### src/rtl/demo_slave_responder.sv
// Single-beat bus responder: windowed address decode, programmable wait states,
// local byte memory, one-cycle completion pulse and a board-visible last-write byte.
module demo_slave_responder #(
    parameter int                    ADDR_WIDTH     = 16,
    parameter int                    DATA_WIDTH     = 8,
    parameter int                    MEM_ADDR_WIDTH = 5,
    parameter logic [ADDR_WIDTH-1:0] BASE_ADDR      = 16'h8800,
    parameter int                    WAIT_STATES    = 2
) (
    input  logic                  clk,
    input  logic                  rst,
    input  logic                  s_valid,
    input  logic                  s_rw_mode,
    input  logic [ADDR_WIDTH-1:0] s_addr,
    input  logic [DATA_WIDTH-1:0] s_wdata,
    output logic                  s_ready,
    output logic [DATA_WIDTH-1:0] s_rdata,
    output logic                  s_rvalid,
    output logic                  s_err,
    output logic [DATA_WIDTH-1:0] demo_data,
    output logic [7:0]            wr_count
);

    typedef enum logic [1:0] {IDLE, WAIT, ACCESS, RESP} state_t;

    state_t                    state_q, state_d;
    logic [3:0]                cnt_q, cnt_d;
    logic [DATA_WIDTH-1:0]     rdata_q, rdata_d;
    logic [DATA_WIDTH-1:0]     demo_q, demo_d;
    logic                      err_q, err_d;
    logic [7:0]                wrc_q, wrc_d;

    logic [ADDR_WIDTH-1:0]     addr_q;
    logic [DATA_WIDTH-1:0]     wdata_q;
    logic                      rw_q;
    logic [DATA_WIDTH-1:0]     mem [0:(1<<MEM_ADDR_WIDTH)-1];

    logic                      latch_en;
    logic                      mem_we;
    logic                      hit;
    logic [MEM_ADDR_WIDTH-1:0] idx;

    // Decode works only on the latched request, never on the live bus inputs.
    assign hit = (addr_q[ADDR_WIDTH-1:MEM_ADDR_WIDTH] == BASE_ADDR[ADDR_WIDTH-1:MEM_ADDR_WIDTH]);
    assign idx = addr_q[MEM_ADDR_WIDTH-1:0];

    always_comb begin
        state_d  = state_q;
        cnt_d    = cnt_q;
        rdata_d  = rdata_q;
        demo_d   = demo_q;
        err_d    = err_q;
        wrc_d    = wrc_q;
        latch_en = 1'b0;
        mem_we   = 1'b0;
        case (state_q)
            IDLE: begin
                if (s_valid) begin
                    latch_en = 1'b1;
                    if (WAIT_STATES == 0) begin
                        state_d = ACCESS;
                    end else begin
                        state_d = WAIT;
                        cnt_d   = 4'(WAIT_STATES);
                    end
                end
            end
            WAIT: begin
                cnt_d = cnt_q - 4'd1;
                if (cnt_q == 4'd1) begin
                    state_d = ACCESS;
                end
            end
            ACCESS: begin
                err_d   = ~hit;
                state_d = RESP;
                if (!rw_q) begin
                    rdata_d = hit ? mem[idx] : '1;
                end else if (hit) begin
                    mem_we = 1'b1;
                    demo_d = wdata_q;
                    wrc_d  = wrc_q + 8'd1;
                end
            end
            RESP: begin
                state_d = IDLE;
            end
            default: begin
                state_d = IDLE;
            end
        endcase
    end

    always_ff @(posedge clk or posedge rst) begin
        if (rst) begin
            state_q <= IDLE;
            cnt_q   <= '0;
            rdata_q <= '0;
            demo_q  <= '0;
            err_q   <= 1'b0;
            wrc_q   <= '0;
        end else begin
            state_q <= state_d;
            cnt_q   <= cnt_d;
            rdata_q <= rdata_d;
            demo_q  <= demo_d;
            err_q   <= err_d;
            wrc_q   <= wrc_d;
        end
    end

    // Request capture and memory are plain datapath storage with no reset.
    always_ff @(posedge clk) begin
        if (latch_en) begin
            addr_q  <= s_addr;
            wdata_q <= s_wdata;
            rw_q    <= s_rw_mode;
        end
        if (mem_we) begin
            mem[idx] <= wdata_q;
        end
    end

    assign s_ready   = (state_q == IDLE);
    assign s_rvalid  = (state_q == RESP);
    assign s_err     = (state_q == RESP) & err_q;
    assign s_rdata   = rdata_q;
    assign demo_data = demo_q;
    assign wr_count  = wrc_q;

endmodule

### config.mk
export PLATFORM = sky130hd
export DESIGN_NAME = demo_slave_responder
export DESIGN_NICKNAME = d
export VERILOG_FILES = /design/src/rtl/demo_slave_responder.sv
export SDC_FILE = /design/constraint.sdc
export NUM_CORES = 1
export LEC_CHECK = 0
export CAP_MARGIN = 10
export CORE_MARGIN = 1
export CORE_UTILIZATION = 60
export CTS_BUF_LIST = sky130_fd_sc_hd__clkbuf_16
export DETAILED_ROUTE_END_ITERATION = 8
export PLACE_DENSITY = 0.79
export RECOVER_POWER = 25
export SYNTH_ARGS = -nofsm -noshare
export SYNTH_HDL_FRONTEND = slang
export SYNTH_SLANG_ARGS = --single-unit
### constraint.sdc
create_clock -name clk -period 4.3 [get_ports clk]
set_input_delay 0.86 -clock clk [delete_from_list [all_inputs] [get_ports clk]]
set_output_delay 0.86 -clock clk [all_outputs]
set_load 0.02 [all_outputs]
==> run summary <==
Mapped Avg Cell Area - 16.6 um2
gp weighted congestion - 0.887
Final setup viols - 0
Slew @ Worst Pin - 2.10 ns
Overall Power - 7.71 mW
setup TNS - 0 ns
share of layout cells above drive strength 1 - 7.39%
P_leak - 5.03 nW
Final Max Tran Viols - 202
DRC violations left - 0
ANT nets after route - 0
yosys warns - 0
overall routed net length - 27500 um
Final Instance Area - 14200 um2
Area Growth Syn to Fin - 14.5%
Post-synth EDFFs - 281
number of max-cap violations - 6
commonest non-fill, non-tap cells in the layout - edfxtp_1 (281), mux2i_1 (128), a22oi_1 (64)
f_max - 315 MHz
Finished Layout Cells - 1109
Worst Path Required - 4.48 ns
Worst Path Max Fanout - 8
GRT overflow - 0
global-route wire length before repair - 41100 um
Mapped Area - 12400 um2
Reg2Reg Depth - 7
Syn Nets - 787
post-CTS setup buffer count - 0
Worst setup EP type - register
CTS resizes - 0
H-tree Lvls - 1
core area - 20300 um2
Tmin final - 3.17 ns
vias per inst - 6.28
Post-synth ARST share - 9.78%
final core utilization - 70.1%
ys flop type - edfxtp_1
Arr. time, crit path - 3.35 ns
DIE AREA - 21300 um2
clk buf depth - 3
crit share post-route - 73.8%
RSZ-0062 raised after global routing - false
drt wl/cell - 24.8 um
Yosys cell types - 37
HPWL after DPL - 17000 um
# hold bufs at CTS - 0
initial antenna violation count - 0
n_diodes - 0
DP Area - 13200 um2
kind of critical path - register to register
Iteration-0 DRC Markers - 745
hold path depth - 2
CTS buffer count - 30
Seq cells post-synth - 317
crit path launch type - register
first drt pass iteration count - 5
later-pin clock latency in the skew report - 0.55 ns
worst min-delay path class - register to register
routed vias - 6967
failing checks - max-capacitance violations, max-slew violations
site row count - 52
clk slew on worst S/H paths - 0.06 ns
Initial Util - 61.3%
Nets - 851
P per Cell Area - 542 nW/um2
Max IR drop VDD - 0.000445 V
Root Buffer - clkbuf_16
Die X - 146 um
post-synthesis cell count - 751
clk sinks - 317
CTS tree - yes
global-route usage over all layers - 26.2%
I/O pins - 55
endpoints failing hold - 0
Max-slew headroom - -39.7%
most common cell after layout, fill and taps aside - edfxtp_1
placed cell count - 1050
vias in the first global route - 7100
post-synthesis sequential area ratio - 74.9%
final setup skew - 0.0142 ns
status - finished, violations left
Die Ht - 146 um
port bufs - 54
largest net degree at the start of global routing - 65
==> flip-flops by register name, indices dropped and copies added, names as in the netlist, named ones only <==
register / cells
err_q: 1
mem: 256
cnt_q: 4
demo_data: 8
addr_q: 16
wdata_q: 8
rw_q: 1
state_q: 2
s_rdata: 8
wr_count: 8
==> kinds of logic (layout without fill, tap and decap cells) <==
family / Yosys count / after routing / synth area share (%)
buffers and inverters: 44 / 132 / 1.89
xor gates and xnor gates: 7 / 7 / 0.493
DFF: 317 / 317 / 74.9
adders and majority gates: 8 / 8 / 0.805
muxes: 133 / 133 / 10.8
and+or+nand+nor: 126 / 126 / 4.90
AOI/OAI and AO/OA: 116 / 116 / 6.25
==> synthesized netlist by cell type (all sizes together) (4+ instances only) <==
cell type	number	area, um2
dfrtp	31	776
dfxtp	5	100
nor4	9	56.3
nand3b	6	45.0
nand3	5	25.0
ha	8	100
o22a	8	70.1
buf	22	153
nand2	39	146
xnor2	6	52.6
a22oi	64	480
nand4	4	25.0
mux2i	128	1280
edfxtp	281	8440
mux2	5	56.3
inv	7	26.3
a21oi	34	170
clkbuf	15	56.3
nor2	40	150
o21ai	8	40.0
nand2b	5	31.3
==> path summary, 6_finish.rpt <==
check	from	endpoint	slack, ns
worst min register to register	demo_data[7]	demo_data[7]	0.48
worst min-delay path	demo_data[7]	demo_data[7]	0.48
worst max-delay path	state_q[0]	mem[5][5]	1.13
min in group asynchronous	rst	wr_count[7]	0.71
max in group asynchronous	rst	s_rdata[5]	3.26
worst max register to register	state_q[0]	mem[5][5]	1.13
==> area by class of cell <==
| cell class | count | area, um2 |
|---|---|---|
| fill | 1269 | 6060 |
| clock inverter | 25 | 211 |
| sequential | 317 | 9320 |
| inverter | 7 | 26.3 |
| clock buffer | 31 | 776 |
| multi-input combinational | 390 | 2890 |
| timing repair buffer | 69 | 678 |
| tap | 270 | 338 |
==> critical path, cell delays in order, from the launching register on <==
cell	delay [ns]
dfrtp_1	0.40
inv_1	0.14
ha_1	0.23
nor4b_2	0.27
and3_1	0.25
and2_1	0.22
nand3b_1	0.55
nor2_1	0.73
==> through the flow <==
stage          hold slack [ns]  setup WS [ns]
2_1_floorplan            0.453           2.01
3_3_place_gp             0.455           1.37
3_5_place_dp             0.464           1.23
4_1_cts                  0.484           1.19
5_1_grt                  0.498          0.992
6_report                 0.483           1.13
==> layer usage <==
layer / global-route usage (%) / share of wire [%] / vias up / routed length (um)
met1: 35.7 / 39 / 3386 / 10800
met5: 0 / 0 / - / 0
li1: - / - / 3048 / -
met3: 4.17 / 9.3 / 75 / 2560
met4: 8.84 / 3.1 / 0 / 859
met2: 43.5 / 48 / 458 / 13300
==> where the power goes <==
part	switching [mW]	leakage, nW	internal (mW)
combinational	0.905	1.57	0.535
clock	1.06	0.508	1.54
sequential	0.115	2.95	3.56
(Power assumes the default switching activity.)
